<file path="config.mk">
export PLATFORM = sky130hd
export DESIGN_NAME = logical_or_acc
export DESIGN_NICKNAME = d
export VERILOG_FILES = /design/src/rtl/logical_or_pkg.sv /design/src/rtl/logical_or_sat_cnt.sv /design/src/rtl/logical_or_acc.sv
export SDC_FILE = /design/constraint.sdc
export NUM_CORES = 1
export LEC_CHECK = 0
export CAP_MARGIN = 20
export CORE_AREA = 2 2 39 41
export DETAILED_ROUTE_END_ITERATION = 6
export DIE_AREA = 0 0 41 43
export SYNTH_ARGS = -nofsm -noshare
export SYNTH_HDL_FRONTEND = slang
export SYNTH_SLANG_ARGS = --single-unit
</file>
<file path="constraint.sdc">
create_clock -name clk -period 0.8 [get_ports clk]
set_input_delay 0.08 -clock clk [delete_from_list [all_inputs] [get_ports clk]]
set_output_delay 0.08 -clock clk [all_outputs]
set_load 0.1 [all_outputs]
</file>
<file path="src/rtl/logical_or_pkg.sv">
// Shared types and limits for the logical-OR accumulator block.
package logical_or_pkg;

  typedef enum logic {
    EMPTY = 1'b0,
    FULL  = 1'b1
  } or_state_e;

  localparam int NUM_IN_MIN = 2;
  localparam int NUM_IN_MAX = 32;

endpackage

</file>
<file path="src/rtl/logical_or_sat_cnt.sv">
// Generic saturating up-counter; clr has priority but a simultaneous inc is
// counted after the clear.
module logical_or_sat_cnt
  import logical_or_pkg::*;
#(
  parameter int CNT_W = 8
) (
  input  logic             clk,
  input  logic             rst_n,
  input  logic             inc,
  input  logic             clr,
  output logic [CNT_W-1:0] cnt
);

  localparam logic [CNT_W-1:0] CNT_MAX = '1;

  function automatic logic [CNT_W-1:0] sat_inc(input logic [CNT_W-1:0] v);
    return (v == CNT_MAX) ? v : v + CNT_W'(1);
  endfunction

  logic [CNT_W-1:0] cnt_p1;

  // stage p1: counter register
  always_ff @(posedge clk or negedge rst_n) begin
    if (!rst_n) begin
      cnt_p1 <= '0;
    end else if (clr) begin
      cnt_p1 <= inc ? CNT_W'(1) : '0;
    end else if (inc) begin
      cnt_p1 <= sat_inc(cnt_p1);
    end
  end

  assign cnt = cnt_p1;

endmodule

</file>
<file path="src/rtl/logical_or_acc.sv">
// Registered NUM_IN-way logical OR with valid/ready handshake, sticky OR
// accumulator and optional saturating hit counter (LOGICAL_OR_HITCNT_EN).
module logical_or_acc
  import logical_or_pkg::*;
#(
  parameter int NUM_IN = 2,
  parameter int CNT_W  = 8
) (
  input  logic              clk,
  input  logic              rst_n,
  input  logic              in_valid,
  output logic              in_ready,
  input  logic [NUM_IN-1:0] in_data,
  input  logic              clear,
  output logic              out_valid,
  input  logic              out_ready,
  output logic              out,
  output logic              acc,
  output logic [CNT_W-1:0]  hit_cnt
);

  if (NUM_IN < NUM_IN_MIN || NUM_IN > NUM_IN_MAX) begin : g_bad_num_in
    $error("logical_or_acc: NUM_IN out of range");
  end
  if (CNT_W < 1) begin : g_bad_cnt_w
    $error("logical_or_acc: CNT_W must be at least 1");
  end

  or_state_e state_q, state_d;
  logic      out_p1;
  logic      acc_p1;
  logic      accept;
  logic      take;
  logic      r_p0;

  assign r_p0      = |in_data;
  assign out_valid = (state_q == FULL);
  assign in_ready  = (state_q == EMPTY) || out_ready;
  assign accept    = in_valid && in_ready;
  assign take      = out_valid && out_ready;

  always_comb begin
    state_d = state_q;
    case (state_q)
      EMPTY:   if (accept) state_d = FULL;
      FULL:    if (take && !accept) state_d = EMPTY;
      default: state_d = EMPTY;
    endcase
  end

  // stage p1: output stage and sticky accumulator
  always_ff @(posedge clk or negedge rst_n) begin
    if (!rst_n) begin
      state_q <= EMPTY;
      out_p1  <= 1'b0;
      acc_p1  <= 1'b0;
    end else begin
      state_q <= state_d;
      if (accept) out_p1 <= r_p0;
      if (clear) begin
        acc_p1 <= accept && r_p0;
      end else if (accept) begin
        acc_p1 <= acc_p1 | r_p0;
      end
    end
  end

  assign out = out_p1;
  assign acc = acc_p1;

`ifdef LOGICAL_OR_HITCNT_EN
  logical_or_sat_cnt #(
    .CNT_W (CNT_W)
  ) u_hit_cnt (
    .clk   (clk),
    .rst_n (rst_n),
    .inc   (accept && r_p0),
    .clr   (clear),
    .cnt   (hit_cnt)
  );
`else
  assign hit_cnt = '0;
`endif

endmodule
</file>
==> results of run 1 <==
==> layout by cell type, fill, tap and decap left out, types with 2 or more instances in the layout <==
| cell type | instances |
|---|---|
| dfrtp_2 | 2 |
| buf_6 | 2 |
| buf_12 | 4 |
| conb_1 | 8 |
| clkbuf_4 | 3 |
| clkdlybuf4s50_1 | 6 |
==> layout make-up <==
cell class                      count  area share, %
Timing Repair Buffer               12           43.3
Clock buffer                        4           7.00
Sequential cell                     3           21.7
Inverter                            1           1.00
Tap cell                           16           5.33
Multi-Input combinational cell     14           21.7
==> stage by stage <==
step / cells / hold WS, ns / utilization [%]
after CTS: 50 / 0.0326 / 27.1
final: 50 / 0.0381 / 27.1
after global routing: 50 / 0.0362 / 27.1
after floorplan: 26 / -0.216 / -
after detailed placement: 45 / 0.278 / 24.1
after global placement: 45 / 0.271 / 24.1
==> worst max-delay path: cells and delay by family (launching register included) <==
family   cells  cell delay [ns]
flops        1             0.48
buf+inv      2             0.28
==> repair_timing <==
item                                    4_1_cts  5_1_grt
pin swaps                                     0        0
endpoints found under the setup margin        6        7
buffers inserted                              1        0
gates resized for setup                       3        0
hold endpoints to repair                      0        0
==> logic make-up (layout without fill, tap and decap cells) <==
logic type / Yosys count / after routing / synth area share (%)
simple gates: 3 / 3 / 12.3
buf+inv: 9 / 17 / 32.9
flops: 3 / 3 / 38.7
other cells: 1 / 8 / 1.93
compound gates: 3 / 3 / 14.2
==> synth_stat cells, drive strengths merged <==
cell / n / share of area, %
nand2: 1 / 1.9
conb: 1 / 1.9
nand2b: 2 / 10
o21ai: 1 / 2.6
buf: 8 / 31
inv: 1 / 1.9
o211ai: 1 / 6.5
dfrtp: 3 / 39
a21bo: 1 / 5.2
==> where the power goes <==
group,total [mW],switching [mW],internal [mW]
registers,0.191,0.0178,0.173
clock network,0.259,0.0721,0.186
logic,0.471,0.341,0.129
total,0.920,0.431,0.489
==> metal layers <==
layer / part of all wire (%) / up-vias
li1: - / 72
met1: 20 / 72
met2: 60 / 12
met3: 14 / 2
met4: 5.5 / 0
met5: 0 / -
==> worst paths after layout <==
path | startpoint | to | slack [ns] | cells past startpoint
worst min-delay path | rst_n | acc | 0.04 | 1
min in group clk | clear | acc | 0.40 | 2
worst min register to register | out | out | 0.53 | 1
worst max register to register | out_valid | out | -0.20 | 4
max in group asynchronous | rst_n | out_valid | 0.59 | 1
worst max-delay path | out_valid | out_valid | -0.27 | 2
==> sequential cells by signal, indices dropped and copies added, names as in the netlist <==
name and count:
out_valid 1, acc 1, out 1
==> flow_summary.json, run 1 <==
{
  "status": "finished with violations",
  "failed_checks": "negative setup slack",
  "antenna_cells": 0,
  "boundaryPins": 19,
  "cts.sink_count": 3,
  "met2_usage_pct": 7.19,
  "clk_latency_ns": 0.23,
  "nFillCells": 148,
  "hold_viol": 0,
  "finClkSkew_ns": 0.00137,
  "syn_to_final_growth_pct": 93.5,
  "power_mw": 0.920,
  "vias": 158,
  "synth_cells": 19,
  "grt_max_degree": 4,
  "wl_microns": 344,
  "antenna_left": 0,
  "maxCapViolCount": 0,
  "fin_setup_tns_ns": -1.07,
  "gr-usage-all-layers_pct": 5.12,
  "crit_type": "reg -> out",
  "rsz0062_at_grt": "yes",
  "globalplace.congestion": 0.488,
  "startpoint_type": "flip-flop",
  "top_usage_layer": "met4",
  "finalCritPeriodShare_pct": 134,
  "placed_area_sq_um": 334,
  "start_util_pct": 14.0,
  "multi_input_area_sq_um": 81.3,
  "antenna_found_initial": 0,
  "syn_area_sq_um": 194,
  "drive_above_1_share_pct": 41.2,
  "first_pass_iters": 1,
  "setup_viol": 7,
  "dieWidth_microns": 41,
  "grtUsageMet3_pct": 1.57,
  "htreeDepth": 1,
  "drv_slew": 0,
  "cts.path.max_buffers": 2,
  "grt-ovfl-total": 0,
  "cp_slowest_cell": "dfrtp_4",
  "preCtsSetupSlack_ns": -0.272,
  "drtIter0Drc": 0,
  "clkTransAtPathRegs_ns": 0.03,
  "yosys_warnings": 0,
  "wl_per_cell_microns": 6.88,
  "end_kind": "output pin",
  "design_area_sq_um": 375,
  "hp-class": "in -> async",
  "power.density_mw_per_mm2": 2450,
  "syn_area_per_cell_sq_um": 10.2,
  "nNetsFinal": 42,
  "fmax_mhz": 934,
  "grt_pass1_vias": 153,
  "ir_drop_uv": 518,
  "postCtsHoldBufs": 0,
  "die_area_sq_mm": 0.00176,
  "cts_made_buffers": 3,
  "critical_path_required_ns": 0.72,
  "ys_seq_area_share_pct": 38.7,
  "period_needed_ns": 1.07,
  "max_stage_delay_ns": 0.48,
  "synth-seq-cells": 3,
  "leakage_nw": 0.179,
  "cts_tree": "done",
  "gr-usage-met1_pct": 2.25,
  "grt_pass1_wl_microns": 469,
  "die_h_microns": 43,
  "cts-root-buf": "clkbuf_4",
  "rows": 14,
  "crit_arrival_ns": 0.99,
  "synth.distinct_cells": 10,
  "drc_errors": 0,
  "register_area_sq_um": 81.3,
  "core_area_sq_mm": 0.00138,
  "setup_ws_ns": -0.271,
  "critPathMaxFanout": 2,
  "path_cells": "buf_6 > buf_12",
  "via_per_inst": 3.16,
  "port_buffers": 10
}
Note: power is estimated with default switching activity, not from simulation.
==> inputs of run 2 (changes only) <==
- CELL_PAD_IN_SITES_DETAIL_PLACEMENT: default -> 1
- CELL_PAD_IN_SITES_GLOBAL_PLACEMENT: default -> 1
- PLACE_DENSITY_LB_ADDON: default -> 0.1
==> run 2 against run 1 <==
Net effect: the run still ends with negative setup slack left; critical path type unchanged; clock skew barely moved; largest cell class unchanged; fmax rose by 0.15%; sequential cell count did not move; cell count rose by 4.0%; first-iteration DRC count did not move; worst hold slack got worse by 0.0037 ns; total power rose by 2.0%; sequential power barely moved; sequential share of layout area fell by 1.0 points; core utilization rose by 1.4 points; setup slack improved by 0.0016 ns.
==> flow_summary.json, run 2 (synthesis gave the netlist of run 1 again) <==
{
  "status": "finished with violations",
  "failed_checks": "negative setup slack",
  "nNetsFinal": 44,
  "critPathMaxFanout": 2,
  "htreeDepth": 1,
  "hold_viol": 0,
  "cts-root-buf": "clkbuf_4",
  "whs_ns": 0.0344,
  "drv_slew": 0,
  "met3_length_microns": 30,
  "nFillCells": 167,
  "dr.max_layer_used": "met3",
  "clkTransAtPathRegs_ns": 0.04,
  "cts.sink_count": 3,
  "start_util_pct": 14.0,
  "final_cells": 52,
  "pwr-share-seq_pct": 20.3,
  "end_kind": "output pin",
  "clkPwrFrac_pct": 27.4,
  "cp_num_buf_inv": 2,
  "cts_made_buffers": 3,
  "dieWidth_microns": 41,
  "path_delay_family": "flip-flops",
  "cts.path.max_buffers": 2,
  "syn_to_final_growth_pct": 103,
  "antenna_cells": 0,
  "grt_max_degree": 4,
  "mostFrequentLayoutCell": "conb_1",
  "cell_internal_pwr_mw": 0.503,
  "leakage_nw": 0.190,
  "vias": 156,
  "place_hpwl_microns": 358,
  "first_pass_iters": 1,
  "wl_per_cell_microns": 8.37,
  "finClkSkew_ns": 0.00154,
  "wl_microns": 435,
  "dp_cells": 45,
  "die_area_sq_mm": 0.00176,
  "path_cells": "buf_6 > buf_12",
  "startpoint_type": "flip-flop",
  "period_needed_ns": 1.07,
  "max_stage_delay_ns": 0.48,
  "mostFrequentLayoutCells": "8 x conb_1, 6 x clkdlybuf4s50_1, 4 x buf_12",
  "grt-ovfl-total": 0,
  "port_buffers": 10,
  "power.share.combinational_pct": 52.4,
  "rows": 14,
  "power.density_mw_per_mm2": 2380,
  "crit_arrival_ns": 0.99,
  "drtIter0Drc": 0,
  "critical_path_required_ns": 0.72,
  "drc_errors": 0,
  "antenna_left": 0,
  "m1WireLength_microns": 134,
  "core_area_sq_mm": 0.00138,
  "fmax_mhz": 935,
  "cp_slowest_cell": "dfrtp_4",
  "ir_drop_uv": 658,
  "boundaryPins": 19,
  "p_sw_mw": 0.435,
  "cts_tree": "done",
  "die_h_microns": 43,
  "crit_type": "reg -> out",
  "setup_viol": 7,
  "globalplace.congestion": 0.534,
  "maxCapViolCount": 0,
  "swShare_pct": 46.4,
  "hp-class": "in -> async",
  "final_core_util_pct": 28.5,
  "finalCritPeriodShare_pct": 134,
  "gr-usage-all-layers_pct": 6.23,
  "clk_latency_ns": 0.23,
  "via_per_inst": 3.00,
  "drive_above_1_share_pct": 44.4,
  "setup_ws_ns": -0.269,
  "grt_pass1_vias": 171,
  "grt_pass1_wl_microns": 634,
  "rsz0062_at_grt": "yes",
  "antenna_found_initial": 0,
  "wl_met2_microns": 270
}
run 2: metal layers:
metal  vias up  global-route usage, %
met4         0                   10.0
met3         0                   1.57
met5         -                      0
met1        72                   5.16
li1         77                      -
met2         7                   8.75
run 2: through the flow:
| step | TNS, ns | worst slack, ns | power, mW | cell area, sq um |
|---|---|---|---|---|
| floorplan | -1.52 | -0.525 | 0.547 | 226 |
| global placement | -0.667 | -0.249 | 0.656 | 334 |
| detailed placement | -0.697 | -0.257 | 0.657 | 334 |
| CTS | -1.19 | -0.280 | 0.950 | 390 |
| global route | -1.37 | -0.294 | 0.979 | 394 |
| finish | -1.14 | -0.269 | 0.938 | 394 |
run 2: layout make-up:
type / count / area (sq um) / share of cell area (%)
multi-input combinational: 14 / 81.3 / 20.6
tap: 16 / 20.0 / 5.08
inverter: 1 / 3.75 / 0.952
clock buffer: 4 / 26.3 / 6.67
timing repair buffer: 14 / 181 / 46.0
sequential: 3 / 81.3 / 20.6
run 2: worst register-to-register path: stages (launching register included):
cell      delay [ns]
dfrtp_4         0.48
nand2b_4        0.09
buf_6           0.11
nand2_1         0.05
a21bo_1         0.16
run 2: power by group through the flow:
stage	sequential (mW)	combinational (mW)	clock, mW
finish	0.190	0.491	0.257
global placement	0.192	0.464	0
CTS	0.190	0.490	0.269
floorplan	0.303	0.244	0
global route	0.193	0.506	0.281
detailed placement	0.193	0.464	0
run 2: final timing paths:
| check | start | to | slack (ns) | depth (start not counted) |
|---|---|---|---|---|
| worst max register to register | out_valid | out | -0.20 | 4 |
| min in group clk | clear | acc | 0.42 | 2 |
| worst min-delay path | rst_n | out_valid | 0.03 | 1 |
| max in group asynchronous | rst_n | out_valid | 0.61 | 1 |
| worst min register to register | acc | acc | 0.57 | 2 |
| worst max-delay path | out_valid | out_valid | -0.27 | 2 |
run 2: repair_timing:
item / 4_1_cts / 5_1_grt
resized for setup: 3 / 1
endpoints found under the setup margin: 6 / 7
hold buffers: 0 / 0
setup buffers: 3 / 0
